[config.mk]
export PLATFORM = sky130hd
export DESIGN_NAME = packager_ctrl
export DESIGN_NICKNAME = d
export VERILOG_FILES = /design/src/rtl/packager_ctrl_pkg.sv /design/src/rtl/packager_ctrl_wdog.sv /design/src/rtl/packager_ctrl.sv
export SDC_FILE = /design/constraint.sdc
export NUM_CORES = 1
export LEC_CHECK = 0
export CORE_MARGIN = 2
export CORE_UTILIZATION = 50
export CTS_BUF_LIST = sky130_fd_sc_hd__clkbuf_8
export DETAILED_ROUTE_END_ITERATION = 16
export HOLD_SLACK_MARGIN = 0.06
export PLACE_DENSITY = 0.82
export SLEW_MARGIN = 5
export SYNTH_ARGS = -nofsm -noshare
export SYNTH_HDL_FRONTEND = slang
export SYNTH_SLANG_ARGS = --single-unit
[constraint.sdc]
create_clock -name video_clk -period 10.3 [get_ports video_clk]
set_input_delay 2.06 -clock video_clk [delete_from_list [all_inputs] [get_ports video_clk]]
set_output_delay 2.06 -clock video_clk [all_outputs]
set_load 0.02 [all_outputs]
[src/rtl/packager_ctrl_pkg.sv]
// ---------------------------------------------------------------------------
// packager_ctrl_pkg: state encoding and defaults for packager_ctrl (rev 1.0)
// ---------------------------------------------------------------------------
`default_nettype none

package packager_ctrl_pkg;

  typedef enum logic [2:0] {
    ST_IDLE    = 3'd0,
    ST_FLUSH   = 3'd1,
    ST_ARM     = 3'd2,
    ST_CAPTURE = 3'd3,
    ST_DONE    = 3'd4,
    ST_ERROR   = 3'd5
  } state_t;

  localparam int FLUSH_CYCLES_DEF = 4;
  localparam int FLUSH_CNT_W      = 4;

endpackage

`default_nettype wire

[src/rtl/packager_ctrl_wdog.sv]
// ---------------------------------------------------------------------------
// packager_ctrl_wdog: cycle watchdog, flags the cycle that reaches the limit (rev 1.0)
// ---------------------------------------------------------------------------
`default_nettype none

module packager_ctrl_wdog (
  input  logic        clk,
  input  logic        rst_n,
  input  logic        active,
  input  logic        clear,
  input  logic [31:0] limit,
  output logic        expired
);

  logic [31:0] count;
  logic [31:0] count_next;

  assign count_next = count + 32'd1;

  // count_next is the number of active cycles including the current one
  assign expired = active && !clear && (limit != 32'd0) && (count_next == limit);

  always_ff @(posedge clk or negedge rst_n) begin
    if (!rst_n) begin
      count <= 32'd0;
    end else if (!active || clear) begin
      count <= 32'd0;
    end else begin
      count <= count_next;
    end
  end

endmodule

`default_nettype wire

[src/rtl/packager_ctrl.sv]
// ---------------------------------------------------------------------------
// packager_ctrl: capture-run controller for a video packager (rev 1.0)
// Define PACKAGER_CTRL_TIMEOUT_EN to add the watchdog and ERROR state.
// ---------------------------------------------------------------------------
`default_nettype none

module packager_ctrl
  import packager_ctrl_pkg::*;
#(
  parameter int CNT_W        = 32,
  parameter int FLUSH_CYCLES = FLUSH_CYCLES_DEF
) (
  input  logic             video_clk,
  input  logic             video_resetn,
  input  logic             start,
  input  logic             stop,
  input  logic [CNT_W-1:0] lines_per_frame,
  input  logic [CNT_W-1:0] frames_req,
  input  logic [31:0]      timeout_cycles,
  input  logic             video_start_frame,
  input  logic             pkg_tlast,
  output logic             pkg_enable,
  output logic             pkg_soft_reset,
  output logic [CNT_W-1:0] pkg_line_count,
  output logic             busy,
  output logic             done,
  output logic             aborted,
  output logic             error,
  output logic [CNT_W-1:0] frame_count
);

  localparam logic [CNT_W-1:0]       CNT_ONE    = {{(CNT_W-1){1'b0}}, 1'b1};
  localparam logic [FLUSH_CNT_W-1:0] FLUSH_LOAD = FLUSH_CNT_W'(FLUSH_CYCLES - 1);

  state_t                 state;
  logic [FLUSH_CNT_W-1:0] flush_cnt;
  logic [CNT_W-1:0]       frames_lat;
  logic                   tlast_q;
  logic                   frame_end;
  logic                   accept;
  logic [CNT_W-1:0]       count_inc;
  logic                   wd_expired;

  assign frame_end = (state == ST_CAPTURE) && pkg_tlast && !tlast_q;
  assign accept    = start && !stop && (lines_per_frame != '0);
  assign count_inc = (&frame_count) ? frame_count : frame_count + CNT_ONE;

`ifdef PACKAGER_CTRL_TIMEOUT_EN
  logic wd_active;
  logic wd_clear;

  assign wd_active = (state == ST_ARM) || (state == ST_CAPTURE);
  assign wd_clear  = video_start_frame || frame_end;

  packager_ctrl_wdog u_wdog (
    .clk     (video_clk),
    .rst_n   (video_resetn),
    .active  (wd_active),
    .clear   (wd_clear),
    .limit   (timeout_cycles),
    .expired (wd_expired)
  );
`else
  logic unused_timeout;

  assign unused_timeout = ^timeout_cycles;
  assign wd_expired     = 1'b0;
`endif

  always_ff @(posedge video_clk or negedge video_resetn) begin
    if (!video_resetn) begin
      state          <= ST_IDLE;
      flush_cnt      <= '0;
      frames_lat     <= '0;
      tlast_q        <= 1'b0;
      pkg_enable     <= 1'b0;
      pkg_soft_reset <= 1'b0;
      pkg_line_count <= '0;
      busy           <= 1'b0;
      done           <= 1'b0;
      aborted        <= 1'b0;
      error          <= 1'b0;
      frame_count    <= '0;
    end else begin
      tlast_q <= pkg_tlast;
      done    <= 1'b0;
      aborted <= 1'b0;

      // Stop outranks every other transition while busy
      if (stop && busy) begin
        state          <= ST_IDLE;
        aborted        <= 1'b1;
        pkg_enable     <= 1'b0;
        pkg_soft_reset <= 1'b1;
        busy           <= 1'b0;
        if (frame_end) frame_count <= count_inc;
      end else begin
        case (state)
          ST_IDLE, ST_ERROR: begin
            if (accept) begin
              state          <= ST_FLUSH;
              flush_cnt      <= FLUSH_LOAD;
              frames_lat     <= frames_req;
              pkg_line_count <= lines_per_frame - CNT_ONE;
              frame_count    <= '0;
              pkg_soft_reset <= 1'b1;
              pkg_enable     <= 1'b0;
              busy           <= 1'b1;
              error          <= 1'b0;
            end else if (state == ST_IDLE) begin
              pkg_soft_reset <= 1'b0;
            end
          end
          ST_FLUSH: begin
            if (flush_cnt == '0) begin
              state          <= ST_ARM;
              pkg_soft_reset <= 1'b0;
              pkg_enable     <= 1'b1;
            end else begin
              flush_cnt <= flush_cnt - 1'b1;
            end
          end
          ST_ARM, ST_CAPTURE: begin
            if (state == ST_ARM && video_start_frame) begin
              state <= ST_CAPTURE;
            end else if (frame_end) begin
              frame_count <= count_inc;
              pkg_enable  <= 1'b0;
              if (frames_lat != '0 && count_inc == frames_lat) begin
                state <= ST_DONE;
                done  <= 1'b1;
                busy  <= 1'b0;
              end else begin
                state          <= ST_FLUSH;
                flush_cnt      <= FLUSH_LOAD;
                pkg_soft_reset <= 1'b1;
              end
            end else if (wd_expired) begin
              state          <= ST_ERROR;
              error          <= 1'b1;
              pkg_enable     <= 1'b0;
              pkg_soft_reset <= 1'b1;
              busy           <= 1'b0;
            end
          end
          ST_DONE: begin
            state <= ST_IDLE;
          end
          default: begin
            state          <= ST_IDLE;
            pkg_enable     <= 1'b0;
            pkg_soft_reset <= 1'b0;
            busy           <= 1'b0;
          end
        endcase
      end
    end
  end

endmodule

`default_nettype wire
==> run metrics, run 1 <==
number of placement rows 42; peak clock frequency supported by timing 187 MHz; critical path data required time 10.56 ns; 1st-iter DRT viols 620; Chip Height 121 um; largest net degree at the start of global routing 89; setup repair after global routing missed its margin no; Max Buffers Root-to-Sink 2; post-synth top area share 39.6%; CP Data Arrival Time 5.61 ns; power density cells 202 nW/um^2; DRC viols 0; Setup TNS Final 0 ns; total power of the final layout 1.72 mW; quantity of gates resized following cts 0; H-Tree Level Count 3; synthesized area 6890 sq um; die footprint 14,700 sq um; largest driver fanout on the critical path 73; wire length per cell 17.0 um; most frequently used flop master after synthesis sky130_fd_sc_hd__dfrtp_1; Slew HR 37.2%; Global Route met1 Usage 37.0%; #FFs+latches synth 109; class of the tightest hold or removal check reg2reg; antenna-violating nets left 0; fraction of met3 tracks used by global routing 7.66%; number of primary I/O pins 172; Worst setup SP type input pin; Die Span X 121 um; placed insts 1,108; nature of the critical path endpoint register; slew at the pin with the worst max-slew slack 0.933 ns; yosys synthesis warning count 0; cell count after synthesis 835; first-pass GRT wire length 31.2 mm; Leakage 3.35 nW; routing layer with the top usage in global route met2; final critical-path share of the clock period 52.0%; all-layer global routing usage 26.8%; number of max-cap violations 0; worst setup margin 4.94 ns; drt via density 5.82; cell accounting for the most synthesized area sky130_fd_sc_hd__dfrtp_1; number of antenna violations at the first check in global routing 0; max-slew violation total from the final report 0; clock insertion delay at the later pin of the skew report 0.39 ns; Post-Route WL 19.1 mm; met2 demand-to-capacity share in global routing 41.3%; worst setup slack for register-to-register paths 6.18 ns; clk sink count 109; number of global-route vias before repair 6,134; post-CTS setup repair buffer count 0; Async SR Flop Fraction 100%; worst-case vdd ir drop 0.152 mV; routability-driven placement congestion ratio 0.969; overall overflow remaining after global route 0; final critical-path required period 5.36 ns; clock edge transition at the registers on the reported setup and hold paths 0.11 ns; length of the first detailed-routing pass in iterations 5; input/output buffers 138; placed wire-length estimate 14.1 mm; total inserted antenna cells 0; starting density of the core 51.6%; signed area change from the synthesized netlist to the final layout 23.5%; result of the run finished clean; final standard cell count with taps included and fillers excluded 1,124; number of vias after detailed routing 6,541; floorplan core area 13,300 sq um; worst setup path category in2reg; mean instance size in the synthesized netlist 8.26 sq um; clock tree skew after final layout 0.0195 ns; core utilization of the finished layout 63.8%; final setup fails 0; Cell variety after synth 69; TritonCTS clock tree yes; Final Net Count 1,049; number of enable flip-flop cells after synthesis 0; sequential share of the synthesized area 39.6%; clock root buffer sky130_fd_sc_hd__clkbuf_8; number of failing hold endpoints at the final stage 0; pre-CTS WS 4.56 ns; top cells by area in the synthesized netlist sky130_fd_sc_hd__dfrtp_1 40%, sky130_fd_sc_hd__nand2_1 9.4%, sky130_fd_sc_hd__xnor2_1 7.2%; hold buffers post-CTS 0; Inserted Clock Buffers 9; number of nets in the synthesized netlist 941; share of layout cells above drive strength 1 5.17%
-- area by class of cell --
cell class | count | area [sq um]
flip-flops and latches | 109 | 2730
repair buffers | 143 | 1420
fillers | 1208 | 4840
well taps | 176 | 220
clock buffers | 10 | 138
inverters | 12 | 45.0
multi-input cells | 668 | 3920
clock inverters | 6 | 45.0
-- critical path: stages --
cell,delay [ns]
sky130_fd_sc_hd__clkdlybuf4s50_1,0.44
sky130_fd_sc_hd__inv_1,0.09
sky130_fd_sc_hd__ha_1,0.19
sky130_fd_sc_hd__or4b_2,0.61
sky130_fd_sc_hd__nor4_1,0.56
sky130_fd_sc_hd__nand3_1,0.33
sky130_fd_sc_hd__o21ai_0,0.58
sky130_fd_sc_hd__nor3_2,0.09
sky130_fd_sc_hd__buf_4,0.36
sky130_fd_sc_hd__a21oi_1,0.20
sky130_fd_sc_hd__o21ai_1,0.08
-- path summary, 6_finish.rpt --
| check | depth (start not counted) | startpoint | to |
|---|---|---|---|
| max | 11 | lines_per_frame[0] | busy |
| min | 2 | pkg_line_count[6] | pkg_line_count[6] |
| max reg2reg | 9 | frame_count[1] | flush_cnt[0] |
| min reg2reg | 2 | pkg_line_count[6] | pkg_line_count[6] |
| max in group asynchronous | 2 | video_resetn | pkg_line_count[22] |
| min in group asynchronous | 1 | video_resetn | frame_count[14] |
-- Yosys cell counts (3+ instances only) --
cell type	count
sky130_fd_sc_hd__nand2_1	172
sky130_fd_sc_hd__dfrtp_1	109
sky130_fd_sc_hd__nor2_1	73
sky130_fd_sc_hd__o21ai_0	58
sky130_fd_sc_hd__xnor2_1	57
sky130_fd_sc_hd__xor2_1	33
sky130_fd_sc_hd__clkbuf_1	28
sky130_fd_sc_hd__a21oi_1	27
sky130_fd_sc_hd__nand3_1	26
sky130_fd_sc_hd__nor4_1	25
sky130_fd_sc_hd__nand4_1	23
sky130_fd_sc_hd__nor3_1	21
sky130_fd_sc_hd__buf_2	13
sky130_fd_sc_hd__inv_1	12
sky130_fd_sc_hd__or3_1	11
sky130_fd_sc_hd__nor2b_1	10
sky130_fd_sc_hd__or4_1	10
sky130_fd_sc_hd__o2111ai_1	9
sky130_fd_sc_hd__a211oi_1	8
sky130_fd_sc_hd__a31oi_1	8
sky130_fd_sc_hd__and4_1	8
sky130_fd_sc_hd__nand2b_1	8
sky130_fd_sc_hd__or2_2	6
sky130_fd_sc_hd__and3_1	4
sky130_fd_sc_hd__ha_1	4
sky130_fd_sc_hd__mux2i_1	4
sky130_fd_sc_hd__o211ai_1	4
sky130_fd_sc_hd__o31ai_1	4
sky130_fd_sc_hd__a31o_2	3
sky130_fd_sc_hd__and2_1	3
sky130_fd_sc_hd__buf_4	3
-- routing by layer --
metal,share of wire [%],wire (um)
met1,43,8260
met2,45,8580
met3,9.4,1780
met4,2.3,444
met5,0,0
-- cells in the final DEF, fill, tap and decap left out, types with 10 or more instances in the layout --
| cell | netlist | routed |
|---|---|---|
| sky130_fd_sc_hd__a21oi_1 | 27 | 27 |
| sky130_fd_sc_hd__clkbuf_8 | 0 | 10 |
| sky130_fd_sc_hd__clkdlybuf4s50_1 | 0 | 137 |
| sky130_fd_sc_hd__dfrtp_1 | 109 | 109 |
| sky130_fd_sc_hd__inv_1 | 12 | 12 |
| sky130_fd_sc_hd__nand2_1 | 172 | 171 |
| sky130_fd_sc_hd__nand3_1 | 26 | 26 |
| sky130_fd_sc_hd__nand4_1 | 23 | 23 |
| sky130_fd_sc_hd__nor2_1 | 73 | 73 |
| sky130_fd_sc_hd__nor2b_1 | 10 | 10 |
| sky130_fd_sc_hd__nor3_1 | 21 | 20 |
| sky130_fd_sc_hd__nor4_1 | 25 | 25 |
| sky130_fd_sc_hd__o21ai_0 | 58 | 58 |
| sky130_fd_sc_hd__or3_1 | 11 | 11 |
| sky130_fd_sc_hd__or4_1 | 10 | 10 |
| sky130_fd_sc_hd__xnor2_1 | 57 | 57 |
| sky130_fd_sc_hd__xor2_1 | 33 | 33 |
-- state kept, by name (all words and copies together), names as in the netlist --
signal / flops
pkg_soft_reset: 1
busy: 1
aborted: 1
pkg_enable: 1
flush_cnt: 4
state: 3
tlast_q: 1
frame_count: 32
pkg_line_count: 32
frames_lat: 32
done: 1
-- kinds of logic (layout without fill, tap and decap cells) --
family / count (synthesis) / in the layout / share of synthesized area (%)
adder cells (fa/ha/maj): 4 / 4 / 0.726
XOR/XNOR: 90 / 90 / 11.4
multiplexers: 6 / 6 / 0.907
AND/OR/NAND/NOR: 420 / 420 / 30.0
AO/OA/AOI/OAI: 147 / 147 / 13.7
other: 1 / 1 / 0.0544
buffers and inverters: 58 / 171 / 3.68
flip-flops: 109 / 109 / 39.6
-- per-stage QoR --
stage | cell area [sq um] | hold WS (ns)
after floorplan | 6890 | 0.488
final | 8510 | 0.489
after detailed placement | 8330 | 0.469
after global routing | 8510 | 0.513
after CTS | 8510 | 0.495
after global placement | 8330 | 0.461
-- power breakdown --
part           total (mW)  internal (mW)  switching, mW  leakage [nW]
Clock               0.250         0.0964          0.154        0.0906
Sequential          0.712          0.567          0.145          1.40
Combinational       0.759          0.335          0.424          1.86
Power figures use the tool's default switching activity.
==> run 2, diff against run 1 <==
==> constraint.sdc (replaced) <==
create_clock -name video_clk -period 5.2 [get_ports video_clk]
set_input_delay 1.04 -clock video_clk [delete_from_list [all_inputs] [get_ports video_clk]]
set_output_delay 1.04 -clock video_clk [all_outputs]
set_load 0.02 [all_outputs]
==> run 2 against run 1 <==
Sequential power grew 98%. Clock skew down 0.011 ns. Hold slack worse by 0.0019 ns. Sequential share of layout area decreased by 0.18 points. Clock power rose by 110%. Die area is the same. Sequential cell count is the same. Largest cell class unchanged. Largest power group unchanged.
==> run metrics, run 2 (synthesis results as in run 1) <==
result of the run finished clean; slowest cell on the critical path sky130_fd_sc_hd__a2111oi_4; placed wire-length estimate 14.4 mm; total power of the final layout 3.44 mW; final critical-path share of the clock period 78.6%; commonest non-fill, non-tap cells in the layout 171 x sky130_fd_sc_hd__nand2_1, 137 x sky130_fd_sc_hd__clkdlybuf4s50_1, 109 x sky130_fd_sc_hd__dfrtp_1; clk sink count 109; most common cell type on the critical path sky130_fd_sc_hd__and4_1; core utilization of the finished layout 64.1%; post-CTS setup repair buffer count 0; delay contributed by the slowest stage of the critical path 0.74 ns; final standard cell count with taps included and fillers excluded 1,127; drt via density 5.86; setup repair after global routing missed its margin no; 1st-iter DRT viols 613; worst setup margin 1.11 ns; Die Span X 121 um; largest net degree at the start of global routing 78; clock share of power 15.0%; clock tree skew after final layout 0.00865 ns; Worst setup SP type register; Setup TNS Final 0 ns; CP Data Arrival Time 4.36 ns; placed cell area 8360 sq um; wire length per cell 17.1 um; Inserted Clock Buffers 9; final setup fails 0; cell internal power dissipation 2.00 mW; placed insts 1,111; slew at the pin with the worst max-slew slack 0.846 ns; H-Tree Level Count 3; Finished Cell Area 8560 sq um; overall overflow remaining after global route 0; number of failing hold endpoints at the final stage 0; routability-driven placement congestion ratio 0.971; Hold WS 0.487 ns; number of antenna violations at the first check in global routing 0; pre-CTS WS 0.802 ns; worst-case vdd ir drop 0.311 mV; most common cell after layout, fill and taps aside sky130_fd_sc_hd__nand2_1; TritonCTS clock tree yes; Max Buffers Root-to-Sink 2; number of max-cap violations 0; worst setup path category reg2reg; Chip Height 121 um; share of layout cells above drive strength 1 5.47%; cell family with most CP delay simple AND/OR/NAND/NOR gates; worst setup slack for register-to-register paths 1.11 ns; signed area change from the synthesized netlist to the final layout 24.2%; number of placement rows 42; number of vias after detailed routing 6,599; number of inserted filler cells in the final layout 1,199; Leakage 3.38 nW; class of the tightest hold or removal check reg2reg; sequence of cells on the critical path ha_1, and4_1, and4_1, a2111oi_4, mux2i_1, nand2_1, or4_4, nor4_4, o21ai_1; clock root buffer sky130_fd_sc_hd__clkbuf_8; clock edge transition at the registers on the reported setup and hold paths 0.11 ns; max-slew violation total from the final report 0; largest driver fanout on the critical path 13; hold buffers post-CTS 0; length of the first detailed-routing pass in iterations 5; net switching share of the total power 42.0%; share of total power in combinational logic 43.9%; DRC viols 0; quantity of gates resized following cts 0; nature of the critical path endpoint register; total inserted antenna cells 0; number of global-route vias before repair 6,066; all-layer global routing usage 26.7%; starting density of the core 51.6%; floorplan core area 13,300 sq um; critical path data required time 5.47 ns; Final Net Count 1,052; largest registers frame_count x32, frames_lat x32, pkg_line_count x32; first-pass GRT wire length 30.9 mm; buffering stage count on the worst path with inverters included 0; input/output buffers 138; power density cells 402 nW/um^2; antenna-violating nets left 0; peak clock frequency supported by timing 245 MHz; Slew HR 43.6%; fraction of power consumed by sequential logic 41.0%; Post-Route WL 19.3 mm; final critical-path required period 4.09 ns; number of primary I/O pins 172; die footprint 14,700 sq um; NetSw 1.44 mW; clock insertion delay at the later pin of the skew report 0.40 ns
==> run 2: power groups by stage <==
| stage | Sequential, mW | Clock (mW) | Combinational, mW |
|---|---|---|---|
| 2_1_floorplan | 1.49 | 0 | 0.804 |
| 3_3_place_gp | 1.41 | 0 | 1.47 |
| 3_5_place_dp | 1.42 | 0 | 1.50 |
| 4_1_cts | 1.40 | 0.522 | 1.51 |
| 5_1_grt | 1.45 | 0.561 | 1.65 |
| 6_report | 1.41 | 0.517 | 1.51 |
==> run 2: metal layers <==
metal	vias to the layer above	routed length (um)	track usage [%]
met5	-	0	0
met4	0	465	8.69
met3	37	1680	7.19
met2	270	8830	41.4
met1	3130	8310	36.5
li1	3162	-	-
==> run 2: final timing paths <==
path                               startpoint            endpoint  cells past startpoint
min in group asynchronous        video_resetn     frame_count[12]                      1
setup / recovery               frame_count[1]                busy                      9
hold / removal             pkg_line_count[26]  pkg_line_count[26]                      2
hold reg to reg            pkg_line_count[26]  pkg_line_count[26]                      2
setup reg to reg               frame_count[1]                busy                      9
max in group asynchronous        video_resetn      pkg_soft_reset                      2
==> run 2: cell type report <==
cell class	count	area, sq um	share of cell area, %
clock buffer	11	151	1.77
tap	176	220	2.57
timing repair buffer	146	1450	17.0
sequential	109	2730	31.9
multi-input combinational	668	3920	45.8
clock inverter	5	43.8	0.512
inverter	12	45.0	0.526
==> run 2: worst register-to-register path, stage by stage, from the launching register on <==
cell                        delay, ns
sky130_fd_sc_hd__dfrtp_1         0.50
sky130_fd_sc_hd__ha_1            0.33
sky130_fd_sc_hd__and4_1          0.30
sky130_fd_sc_hd__and4_1          0.37
sky130_fd_sc_hd__a2111oi_4       0.74
sky130_fd_sc_hd__mux2i_1         0.40
sky130_fd_sc_hd__nand2_1         0.09
sky130_fd_sc_hd__or4_4           0.57
sky130_fd_sc_hd__nor4_4          0.48
sky130_fd_sc_hd__o21ai_1         0.17
